[src/rtl/bsg_axil_master_fsm.sv]
// bsg_axil_master_fsm
// Single-outstanding AXI4-Lite initiator. Converts one valid/ready request
// into an AW+W+B write or an AR+R read, and returns the response on a
// valid/yumi interface. All outputs are registered. The one exception is
// ready_and_o, which is also gated by reset_i so that it stays low while
// reset is high.
// Optional feature: define BSG_AXIL_MASTER_TIMEOUT_EN to enable it.
//   - B and R waits time out after timeout_p cycles and return DECERR.
//   - The late response is then drained before the next request is taken.
module bsg_axil_master_fsm
  #(parameter int addr_width_p = 32
    , parameter int data_width_p = 32
    , parameter int timeout_p = 1024
  )
  (input  logic                      clk_i
   , input  logic                      reset_i

   , input  logic                      v_i
   , output logic                      ready_and_o
   , input  logic                      w_i
   , input  logic [addr_width_p-1:0]   addr_i
   , input  logic [data_width_p-1:0]   data_i
   , input  logic [data_width_p/8-1:0] wmask_i

   , output logic                      v_o
   , input  logic                      yumi_i
   , output logic                      w_o
   , output logic [data_width_p-1:0]   data_o
   , output logic [1:0]                resp_o

   , output logic [addr_width_p-1:0]   m_axil_awaddr_o
   , output logic [2:0]                m_axil_awprot_o
   , output logic                      m_axil_awvalid_o
   , input  logic                      m_axil_awready_i

   , output logic [data_width_p-1:0]   m_axil_wdata_o
   , output logic [data_width_p/8-1:0] m_axil_wstrb_o
   , output logic                      m_axil_wvalid_o
   , input  logic                      m_axil_wready_i

   , input  logic [1:0]                m_axil_bresp_i
   , input  logic                      m_axil_bvalid_i
   , output logic                      m_axil_bready_o

   , output logic [addr_width_p-1:0]   m_axil_araddr_o
   , output logic [2:0]                m_axil_arprot_o
   , output logic                      m_axil_arvalid_o
   , input  logic                      m_axil_arready_i

   , input  logic [data_width_p-1:0]   m_axil_rdata_i
   , input  logic [1:0]                m_axil_rresp_i
   , input  logic                      m_axil_rvalid_i
   , output logic                      m_axil_rready_o
  );

  // Elaboration-time parameter sanity checks
  if ((data_width_p % 8) != 0) begin : g_width_check
    $error("bsg_axil_master_fsm: data_width_p must be a multiple of 8");
  end
  if (timeout_p < 1) begin : g_timeout_check
    $error("bsg_axil_master_fsm: timeout_p must be at least 1");
  end

`ifdef BSG_AXIL_MASTER_TIMEOUT_EN
  typedef enum logic [2:0] {
    e_idle, e_waddr, e_wresp, e_raddr, e_rdata, e_resp, e_drain
  } state_e;

  localparam int timer_width_lp = $clog2(timeout_p + 1);
  localparam logic [timer_width_lp-1:0] timer_last_lp = timer_width_lp'(timeout_p - 1);

  logic [timer_width_lp-1:0] timer_reg;
  logic                      timed_out_reg;
`else
  typedef enum logic [2:0] {
    e_idle, e_waddr, e_wresp, e_raddr, e_rdata, e_resp
  } state_e;
`endif

  state_e                    state_reg;
  logic                      ready_reg;
  logic                      awvalid_reg, wvalid_reg, bready_reg;
  logic                      arvalid_reg, rready_reg;
  logic                      v_reg, w_o_reg;
  logic [addr_width_p-1:0]   addr_reg;
  logic [data_width_p-1:0]   data_reg;
  logic [data_width_p/8-1:0] wmask_reg;
  logic                      w_reg;
  logic [data_width_p-1:0]   data_o_reg;
  logic [1:0]                resp_reg;

  // Combinational completion of each write channel: the channel has already
  // handshaken, or it handshakes in this cycle.
  logic aw_done, w_done;
  assign aw_done = ~awvalid_reg | m_axil_awready_i;
  assign w_done  = ~wvalid_reg  | m_axil_wready_i;

  // Transaction sequencer: one request in flight, all outputs registered
  always_ff @(posedge clk_i) begin
    if (reset_i) begin
      state_reg   <= e_idle;
      ready_reg   <= 1'b1;
      awvalid_reg <= 1'b0;
      wvalid_reg  <= 1'b0;
      bready_reg  <= 1'b0;
      arvalid_reg <= 1'b0;
      rready_reg  <= 1'b0;
      v_reg       <= 1'b0;
      w_o_reg     <= 1'b0;
      addr_reg    <= '0;
      data_reg    <= '0;
      wmask_reg   <= '0;
      w_reg       <= 1'b0;
      data_o_reg  <= '0;
      resp_reg    <= 2'b00;
`ifdef BSG_AXIL_MASTER_TIMEOUT_EN
      timer_reg     <= '0;
      timed_out_reg <= 1'b0;
`endif
    end else begin
      case (state_reg)
        e_idle: begin
          if (v_i) begin
            addr_reg  <= addr_i;
            data_reg  <= data_i;
            wmask_reg <= wmask_i;
            w_reg     <= w_i;
            ready_reg <= 1'b0;
            if (w_i) begin
              state_reg   <= e_waddr;
              awvalid_reg <= 1'b1;
              wvalid_reg  <= 1'b1;
            end else begin
              state_reg   <= e_raddr;
              arvalid_reg <= 1'b1;
            end
          end
        end

        e_waddr: begin
          if (awvalid_reg & m_axil_awready_i) awvalid_reg <= 1'b0;
          if (wvalid_reg & m_axil_wready_i)   wvalid_reg  <= 1'b0;
          if (aw_done & w_done) begin
            state_reg  <= e_wresp;
            bready_reg <= 1'b1;
`ifdef BSG_AXIL_MASTER_TIMEOUT_EN
            timer_reg  <= '0;
`endif
          end
        end

        e_wresp: begin
          if (m_axil_bvalid_i) begin
            state_reg  <= e_resp;
            bready_reg <= 1'b0;
            resp_reg   <= m_axil_bresp_i;
            data_o_reg <= '0;
            w_o_reg    <= 1'b1;
            v_reg      <= 1'b1;
          end
`ifdef BSG_AXIL_MASTER_TIMEOUT_EN
          else if (timer_reg == timer_last_lp) begin
            state_reg     <= e_resp;
            bready_reg    <= 1'b0;
            resp_reg      <= 2'b11;
            data_o_reg    <= '0;
            w_o_reg       <= 1'b1;
            v_reg         <= 1'b1;
            timed_out_reg <= 1'b1;
          end else begin
            timer_reg <= timer_reg + timer_width_lp'(1);
          end
`endif
        end

        e_raddr: begin
          if (m_axil_arready_i) begin
            state_reg   <= e_rdata;
            arvalid_reg <= 1'b0;
            rready_reg  <= 1'b1;
`ifdef BSG_AXIL_MASTER_TIMEOUT_EN
            timer_reg   <= '0;
`endif
          end
        end

        e_rdata: begin
          if (m_axil_rvalid_i) begin
            state_reg  <= e_resp;
            rready_reg <= 1'b0;
            resp_reg   <= m_axil_rresp_i;
            data_o_reg <= m_axil_rdata_i;
            w_o_reg    <= 1'b0;
            v_reg      <= 1'b1;
          end
`ifdef BSG_AXIL_MASTER_TIMEOUT_EN
          else if (timer_reg == timer_last_lp) begin
            state_reg     <= e_resp;
            rready_reg    <= 1'b0;
            resp_reg      <= 2'b11;
            data_o_reg    <= '0;
            w_o_reg       <= 1'b0;
            v_reg         <= 1'b1;
            timed_out_reg <= 1'b1;
          end else begin
            timer_reg <= timer_reg + timer_width_lp'(1);
          end
`endif
        end

        e_resp: begin
          if (yumi_i) begin
            v_reg <= 1'b0;
`ifdef BSG_AXIL_MASTER_TIMEOUT_EN
            if (timed_out_reg) begin
              // A late response is still owed by the responder; swallow it
              // before taking new work.
              state_reg     <= e_drain;
              timed_out_reg <= 1'b0;
              bready_reg    <= w_reg;
              rready_reg    <= ~w_reg;
            end else begin
              state_reg <= e_idle;
              ready_reg <= 1'b1;
            end
`else
            state_reg <= e_idle;
            ready_reg <= 1'b1;
`endif
          end
        end

`ifdef BSG_AXIL_MASTER_TIMEOUT_EN
        e_drain: begin
          if ((w_reg & m_axil_bvalid_i) | (~w_reg & m_axil_rvalid_i)) begin
            state_reg  <= e_idle;
            bready_reg <= 1'b0;
            rready_reg <= 1'b0;
            ready_reg  <= 1'b1;
          end
        end
`endif

        default: begin
          state_reg <= e_idle;
          ready_reg <= 1'b1;
        end
      endcase
    end
  end

  assign ready_and_o      = ready_reg & ~reset_i;
  assign v_o              = v_reg;
  assign w_o              = w_o_reg;
  assign data_o           = data_o_reg;
  assign resp_o           = resp_reg;

  assign m_axil_awaddr_o  = addr_reg;
  assign m_axil_awprot_o  = 3'b000;
  assign m_axil_awvalid_o = awvalid_reg;
  assign m_axil_wdata_o   = data_reg;
  assign m_axil_wstrb_o   = wmask_reg;
  assign m_axil_wvalid_o  = wvalid_reg;
  assign m_axil_bready_o  = bready_reg;
  assign m_axil_araddr_o  = addr_reg;
  assign m_axil_arprot_o  = 3'b000;
  assign m_axil_arvalid_o = arvalid_reg;
  assign m_axil_rready_o  = rready_reg;

endmodule

[config.mk]
export PLATFORM = sky130hd
export DESIGN_NAME = bsg_axil_master_fsm
export DESIGN_NICKNAME = d
export VERILOG_FILES = /design/src/rtl/bsg_axil_master_fsm.sv
export SDC_FILE = /design/constraint.sdc
export NUM_CORES = 1
export LEC_CHECK = 0
export ABC_AREA = 1
export CORE_UTILIZATION = 35
export DETAILED_ROUTE_END_ITERATION = 8
export PLACE_DENSITY = 0.77
export SLEW_MARGIN = 40
export SYNTH_ARGS = -nofsm -noshare
export SYNTH_HDL_FRONTEND = slang
export SYNTH_SLANG_ARGS = --single-unit
[constraint.sdc]
create_clock -name clk_i -period 1.4 [get_ports clk_i]
set_clock_uncertainty 0.1 [all_clocks]
set_input_delay 0.21 -clock clk_i [delete_from_list [all_inputs] [get_ports clk_i]]
set_output_delay 0.21 -clock clk_i [all_outputs]
set_load 0.01 [all_outputs]
==> impl_summary.txt, run 1 <==
----------------------------------------------------
[Synth]
  Proportion of register bits with asynchronous set or reset after synthesis ... 0
  Post-synth EDFFs ... 0
  Warning count from the yosys run ... 0
  Synth cell types ... 29
  Primary flip-flop cell chosen by synthesis mapping ... sky130_fd_sc_hd__dfxtp_1
  Synth area leaders ... sky130_fd_sc_hd__dfxtp_1 49%, sky130_fd_sc_hd__nand2_1 17%, sky130_fd_sc_hd__a21oi_1 9.8%, sky130_fd_sc_hd__buf_4 7.7%, sky130_fd_sc_hd__a21oi_2 3.2%
  Cell type contributing the most total cell area after synthesis ... sky130_fd_sc_hd__dfxtp_1
  Register area share after synthesis ... 0.486
  Synth Area per Inst ... 7.93 µm²
  Post-synthesis instance area ... 4650 µm²
  Leading cell types by count after synthesis ... 210 x sky130_fd_sc_hd__nand2_1, 113 x sky130_fd_sc_hd__dfxtp_1, 91 x sky130_fd_sc_hd__a21oi_1
  Top-area cell type share of the netlist area ... 0.486
  Most frequently used cell type in the post-synthesis netlist ... sky130_fd_sc_hd__nand2_1
  Synthesized netlist cell count ... 587
  Synth Register Bits ... 113

[Clock tree]
  Number of buffers inserted during clock tree synthesis ... 17
  CTS tree ... yes
  Number of buffers on the longest clock path ... 2
  Clock edge transition at the registers on the reported setup and hold paths ... 50 ps
  Number of clock sinks ... 113
  Clock latency of the later-clocked register in the worst-skew pair ... 400 ps
  Clock Tree Root ... sky130_fd_sc_hd__clkbuf_16
  # H-tree levels ... 4

[Global routing]
  Initial antenna violation count ... 0
  Overall track demand over capacity in global routing ... 0.197
  Pin count of the biggest net entering global routing ... 96
  First-pass GRT wire length ... 21,800 µm
  Number of global-route vias before repair ... 4,366
  Global route total overflow ... 0

[Worst setup path]
  Category of cells accounting for the largest share of critical-path delay ... buffers and inverters
  Peak fanout along the critical path ... 8
  Kind of start point of the critical path ... flip-flop
  Library cell contributing the largest single delay on the critical path ... sky130_fd_sc_hd__dfxtp_2
  Endpoint type of the worst setup path ... flip-flop
  Worst path bufs/invs ... 3
  Delay of the slowest cell on the worst path ... 330 ps
  Data required time of the worst path ... 1560 ps
  Cell-by-cell trace of the critical path ... buf_6, nor3_4, nand2_4, buf_12, clkbuf_16, nand2_2, a21oi_1
  Data arrival, critical path ... 1670 ps
  Category of the most critical setup path ... reg2reg

[Place]
  Detailed-placement wirelength estimate ... 9360 µm
  Routability congestion estimate from global placement ... 0.813
  # port buffers ... 255
  Placed Instances ... 981
  Post-placement worst setup slack ... -250 ps

[Timing]
  Number of slew-limit violations in the final report ... 0
  Achievable frequency ... 661 MHz
  Unrepaired setup endpoints after global routing ... true
  Ratio of final minimum period to clock period ... 1.08
  Final Worst Setup Slack ... -112 ps
  Time the final worst path needs with I/O delays and setup ... 1510 ps
  Final Hold Slack ... 242 ps
  Total of endpoints with negative setup slack in the final report ... 66
  Number of hold violations in the final report ... 0

[Detailed routing]
  Detailed-routing iteration count for the pre-antenna-repair pass ... 5
  Total wirelength of the detailed-routed design ... 14,900 µm
  Post-detailed-route via-to-cell ratio ... 4.60
  Mean routed wirelength per cell ... 14.5 µm
  # DRC ... 0
  Number of design-rule violations left by the first detailed-router iteration ... 224
  Total vias in the final route ... 4,728
  Count of nets left with antenna violations after detail routing ... 0

[Worst hold path]
  Type of the worst min-delay path ... in2reg

[Layout]
  Count of antenna diodes in the layout ... 0
  Net total in the final layout ... 959
  Final Core Density ... 0.649
  Fraction of final layout cells sized beyond drive strength 1 ... 0.230
  Layout Area Growth over Synthesis ... 78.0%
  Number of standard cells in the final layout excluding fillers ... 1,028

[Pwr]
  Worst supply voltage drop on vdd ... 898 µV
  Leakage power figure ... 3.72 nW
  Power Density ... 1720 nW/µm²

[Floorplanning]
  Placement Rows ... 41
  Core Area ... 12,800 µm²
  Chip Width ... 117 µm
  Chip Height ... 117 µm
  Number of placed I/O pins ... 262
  Initial Util ... 0.364
  Die area ... 13,800 µm²

[Outcome]
  Violations in the final reports ... setup timing
  Outcome ... finished with violations

[Flow run]
  Max_cap viols ... 0

----------------------------------------------------
[per-layer routing]
| metal | wire, µm | track usage | vias up |
|---|---|---|---|
| li1 | - | - | 2349 |
| met4 | 323 | 0.0787 | 0 |
| met3 | 1140 | 0.0705 | 27 |
| met5 | 0 | 0 | - |
| met2 | 7540 | 0.338 | 200 |
| met1 | 5870 | 0.222 | 2152 |
[layout make-up]
| type | count | area [µm²] |
|---|---|---|
| Multi-Input combinational cell | 389 | 2050 |
| Tap cell | 172 | 215 |
| Sequential cell | 113 | 2280 |
| Timing Repair inverter | 1 | 11.3 |
| Timing Repair Buffer | 306 | 3100 |
| Inverter | 17 | 81.3 |
| Clock inverter | 6 | 57.6 |
| Fill cell | 1060 | 4490 |
| Clock buffer | 24 | 482 |
[power by group]
part	switching [mW]	total, mW	internal [mW]
registers	0.384	4.18	3.80
logic	3.05	6.16	3.11
clock network	1.39	3.94	2.54
total	4.82	14.3	9.45
[kinds of logic (layout without fill, tap and decap cells)]
family                 count (synthesis)  after routing  synth area share
AOI/OAI and AO/OA                    116            116             0.139
buffers and inverters                 90            354             0.123
DFF                                  113            113             0.486
other                                  1              6          0.000806
and+or+nand+nor                      267            267             0.251
[placed cells by master, fill, tap and decap left out, types with 5 or more instances in the layout]
master and count:
sky130_fd_sc_hd__a21oi_1 89, sky130_fd_sc_hd__a21oi_2 19, sky130_fd_sc_hd__buf_12 9, sky130_fd_sc_hd__buf_4 20
sky130_fd_sc_hd__buf_6 7, sky130_fd_sc_hd__buf_8 7, sky130_fd_sc_hd__clkbuf_16 26, sky130_fd_sc_hd__clkdlybuf4s15_1 15
sky130_fd_sc_hd__clkdlybuf4s50_1 112, sky130_fd_sc_hd__conb_1 6, sky130_fd_sc_hd__dfxtp_1 102, sky130_fd_sc_hd__dfxtp_2 9
sky130_fd_sc_hd__dlygate4sd2_1 122, sky130_fd_sc_hd__inv_1 10, sky130_fd_sc_hd__inv_2 5, sky130_fd_sc_hd__nand2_1 170
sky130_fd_sc_hd__nand2_2 49, sky130_fd_sc_hd__nand2_4 15, sky130_fd_sc_hd__nor2_1 15, sky130_fd_sc_hd__o21ai_0 6
[worst min-delay path: stages]
cell	delay, ps
sky130_fd_sc_hd__buf_4	120
sky130_fd_sc_hd__buf_12	240
sky130_fd_sc_hd__a21oi_2	140
[worst paths after layout]
check | startpoint | to | slack [ps] | cells after the start
setup / recovery | state_reg[0] | m_axil_araddr_o[8] | -110 | 7
hold / removal | reset_i | data_o[30] | 240 | 3
setup reg to reg | state_reg[0] | m_axil_araddr_o[8] | -110 | 7
hold reg to reg | data_o[1] | data_o[1] | 350 | 2
[metrics by stage]
stage	setup TNS, ps	cell area (µm²)	total power [mW]
6_report	-2930	8280	14.3
5_1_grt	-9480	8280	15.0
4_1_cts	-646	7700	12.9
3_5_place_dp	-16310	7290	9.27
3_3_place_gp	-15670	7290	9.21
2_1_floorplan	0	4680	6.96
[what timing repair did]
| item | in CTS | in global routing |
|---|---|---|
| pin swaps | 0 | 20 |
| resized for setup | 155 | 119 |
| cloned | 0 | 13 |
| setup buffers | 1 | 3 |
| setup endpoints to repair | 224 | 121 |
| endpoints found under the hold margin | 0 | 0 |
| hold buffers | 0 | 0 |
Note: power is estimated with default switching activity, not from simulation.
==> run 2: changes to the inputs <==
- REMOVE_ABC_BUFFERS: default -> 1
==> run 2 against run 1 <==
  * The flow still finishes with violations (setup timing)
  * First-iteration DRC count is 3.6% higher
  * Power is 6.3% higher
  * Clock power is 12% higher
  * Sequential power hardly changed
  * Non-clock buffer count is 11 higher
  * Largest cell class unchanged
  * Hold slack worse by 86 ps
  * Worst setup slack worse by 13 ps
  * Die area stayed put
  * Highest routed layer unchanged
  * Critical path depth is 4 higher
  * Sequential share of layout area is 0.88 points lower
==> impl_summary.txt, run 2 (synthesis results as in run 1) <==
----------------------------------------------------
[Outcome]
  Outcome ... finished with violations
  Violations in the final reports ... setup timing

[Pwr]
  Power Density ... 1770 nW/µm² (+2.8%)
  Overall power after layout ... 15.2 mW (+6.3%)
  Worst supply voltage drop on vdd ... 828 µV (-7.8%)
  Leakage power figure ... 3.75 nW (+0.58%)

[Floorplanning]
  Placement Rows ... 41 (unchanged)
  Chip Height ... 117 µm (unchanged)
  Chip Width ... 117 µm (unchanged)
  Core Area ... 12,800 µm² (unchanged)
  Die area ... 13,800 µm² (unchanged)
  Number of placed I/O pins ... 262 (unchanged)
  Initial Util ... 0.364 (unchanged)

[Worst setup path]
  Category of cells accounting for the largest share of critical-path delay ... buffers and inverters
  Data arrival, critical path ... 1710 ps (+40 ps)
  Endpoint of the worst-slack reg-to-reg timing path ... data_o[3]
  Peak fanout along the critical path ... 6 (-2)
  R2r startpoint ... state_reg[2]
  Delay of the slowest cell on the worst path ... 350 ps (+20 ps)
  Kind of start point of the critical path ... flip-flop
  Cells on worst reg2reg path ... 11 (+4)
  Cell-by-cell trace of the critical path ... buf_6, nor2_4, nand2_2, inv_2, nand3_4, nand2_4, inv_8, buf_12, buf_16, nand2_2, a21oi_1
  Category of the most critical setup path ... reg2reg
  Endpoint type of the worst setup path ... flip-flop
  Library cell contributing the largest single delay on the critical path ... sky130_fd_sc_hd__dfxtp_4
  Most frequent cell on the critical path ... sky130_fd_sc_hd__nand2_2
  Worst path bufs/invs ... 5 (+2)
  Setup slack, reg-to-reg ... -120 ps (about the same)
  Data required time of the worst path ... 1590 ps (+30 ps)

[Clock tree]
  Number of buffers on the longest clock path ... 2 (unchanged)
  CTS tree ... yes
  Clock latency of the later-clocked register in the worst-skew pair ... 400 ps (about the same)
  Number of clock sinks ... 113 (unchanged)
  # H-tree levels ... 4 (unchanged)
  Number of buffers inserted during clock tree synthesis ... 17 (unchanged)
  Clock Tree Root ... sky130_fd_sc_hd__clkbuf_16
  Clock edge transition at the registers on the reported setup and hold paths ... 50 ps (about the same)

[Flow run]
  Max_cap viols ... 0 (unchanged)

[Detailed routing]
  Count of nets left with antenna violations after detail routing ... 0 (unchanged)
  # DRC ... 0 (unchanged)
  Post-detailed-route via-to-cell ratio ... 4.65 (+1.0%)
  Total vias in the final route ... 4,832 (+2.2%)
  Mean routed wirelength per cell ... 15.7 µm (+8.5%)
  Total wirelength of the detailed-routed design ... 16,300 µm (+9.8%)
  Detailed-routing iteration count for the pre-antenna-repair pass ... 4 (-1)
  Number of design-rule violations left by the first detailed-router iteration ... 232 (+3.6%)

[Timing]
  Achievable frequency ... 656 MHz (-0.87%)
  Final Worst Setup Slack ... -125 ps (-13.2 ps)
  Number of slew-limit violations in the final report ... 0 (unchanged)
  Time the final worst path needs with I/O delays and setup ... 1520 ps (+13.2 ps)
  Total of endpoints with negative setup slack in the final report ... 107 (+62%)
  Unrepaired setup endpoints after global routing ... true
  Ratio of final minimum period to clock period ... 1.09 (+0.00944)
  Number of hold violations in the final report ... 0 (unchanged)

[Layout]
  Net total in the final layout ... 969 (+1.0%)
  Highest-count cells in the layout ignoring fill and taps ... 158 x sky130_fd_sc_hd__nand2_1, 112 x sky130_fd_sc_hd__clkdlybuf4s50_1, 102 x sky130_fd_sc_hd__dfxtp_1
  Layout Area Growth over Synthesis ... 84.1%
  Most frequent standard cell in the layout excluding fill and tap cells ... sky130_fd_sc_hd__nand2_1
  Count of antenna diodes in the layout ... 0 (unchanged)
  Final instance area ... 8570 µm² (+3.4%)
  Fraction of final layout cells sized beyond drive strength 1 ... 0.275 (+0.0452)

[Global routing]
  Initial antenna violation count ... 0 (unchanged)
  First-pass GRT wire length ... 23,700 µm (+8.8%)
  Pin count of the biggest net entering global routing ... 45 (-53%)
  Overall track demand over capacity in global routing ... 0.218 (+0.0203)
  Number of global-route vias before repair ... 4,720 (+8.1%)
  Global route total overflow ... 0 (unchanged)

[Worst hold path]
  Endpoint of the worst hold-timing path ... m_axil_wdata_o[5]
  Hold Path Depth ... 3 (unchanged)
  Type of the worst min-delay path ... in2reg
  Worst Hold Launch ... reset_i

[Place]
  Routability congestion estimate from global placement ... 0.905 (+11%)
  Detailed-placement wirelength estimate ... 10,100 µm (+8.3%)
  # port buffers ... 255 (unchanged)
  Placed instance area ... 7360 µm² (+0.86%)

----------------------------------------------------
run 2: layout make-up:
cell class | count | area, µm²
Clock buffer | 22 | 474
Timing Repair Buffer | 317 | 3280
Fill cell | 1051 | 4210
Tap cell | 172 | 215
Inverter | 17 | 83.8
Multi-Input combinational cell | 389 | 2100
Sequential cell | 113 | 2280
Clock inverter | 10 | 133
run 2: worst max-delay path by stage:
stage | start | to | cells after the start
finish | state_reg[2] | data_o[3] | 11
global route | state_reg[1] | data_o[4] | 10
CTS | state_reg[0] | data_o[4] | 11
detailed placement | m_axil_rvalid_i | data_o[4] | 9
global placement | m_axil_rvalid_i | state_reg[2] | 9
floorplan | state_reg[2] | m_axil_awvalid_o | 5
run 2: timing repair:
item | 4_1_cts | 5_1_grt
buffers inserted | 8 | 1
hold buffers | 0 | 0
cloned | 3 | 12
endpoints found under the setup margin | 224 | 147
pin swaps | 5 | 5
resized for setup | 212 | 116
run 2: worst min-delay path: cells and delay by family:
family,cells,cell delay (ps)
buffers and inverters,2,350
AO/OA/AOI/OAI,1,50
run 2: where the power goes:
part | switching, mW | leakage, nW | internal [mW]
combinational | 3.23 | 2.53 | 3.36
sequential | 0.387 | 0.926 | 3.80
clock | 1.48 | 0.292 | 2.92
total | 5.10 | 3.75 | 10.1
run 2: stage by stage:
step           setup slack, ps   util  hold WS, ps  setup TNS, ps  cells
4_1_cts                   -124  0.635          143          -4980   1028
3_5_place_dp              -278  0.576          349         -16570    987
6_report                  -125  0.671          156          -6870   1040
3_3_place_gp              -225  0.576          345         -14180    987
2_1_floorplan            -1100      -          172         -78940    519
5_1_grt                   -200  0.671          178         -13970   1040
run 2: layer usage:
layer	track usage	vias up	part of all wire
met5	0	-	0
met4	0.0966	0	0.022
met3	0.0569	31	0.046
met2	0.378	156	0.50
met1	0.250	2272	0.43
li1	-	2373	-
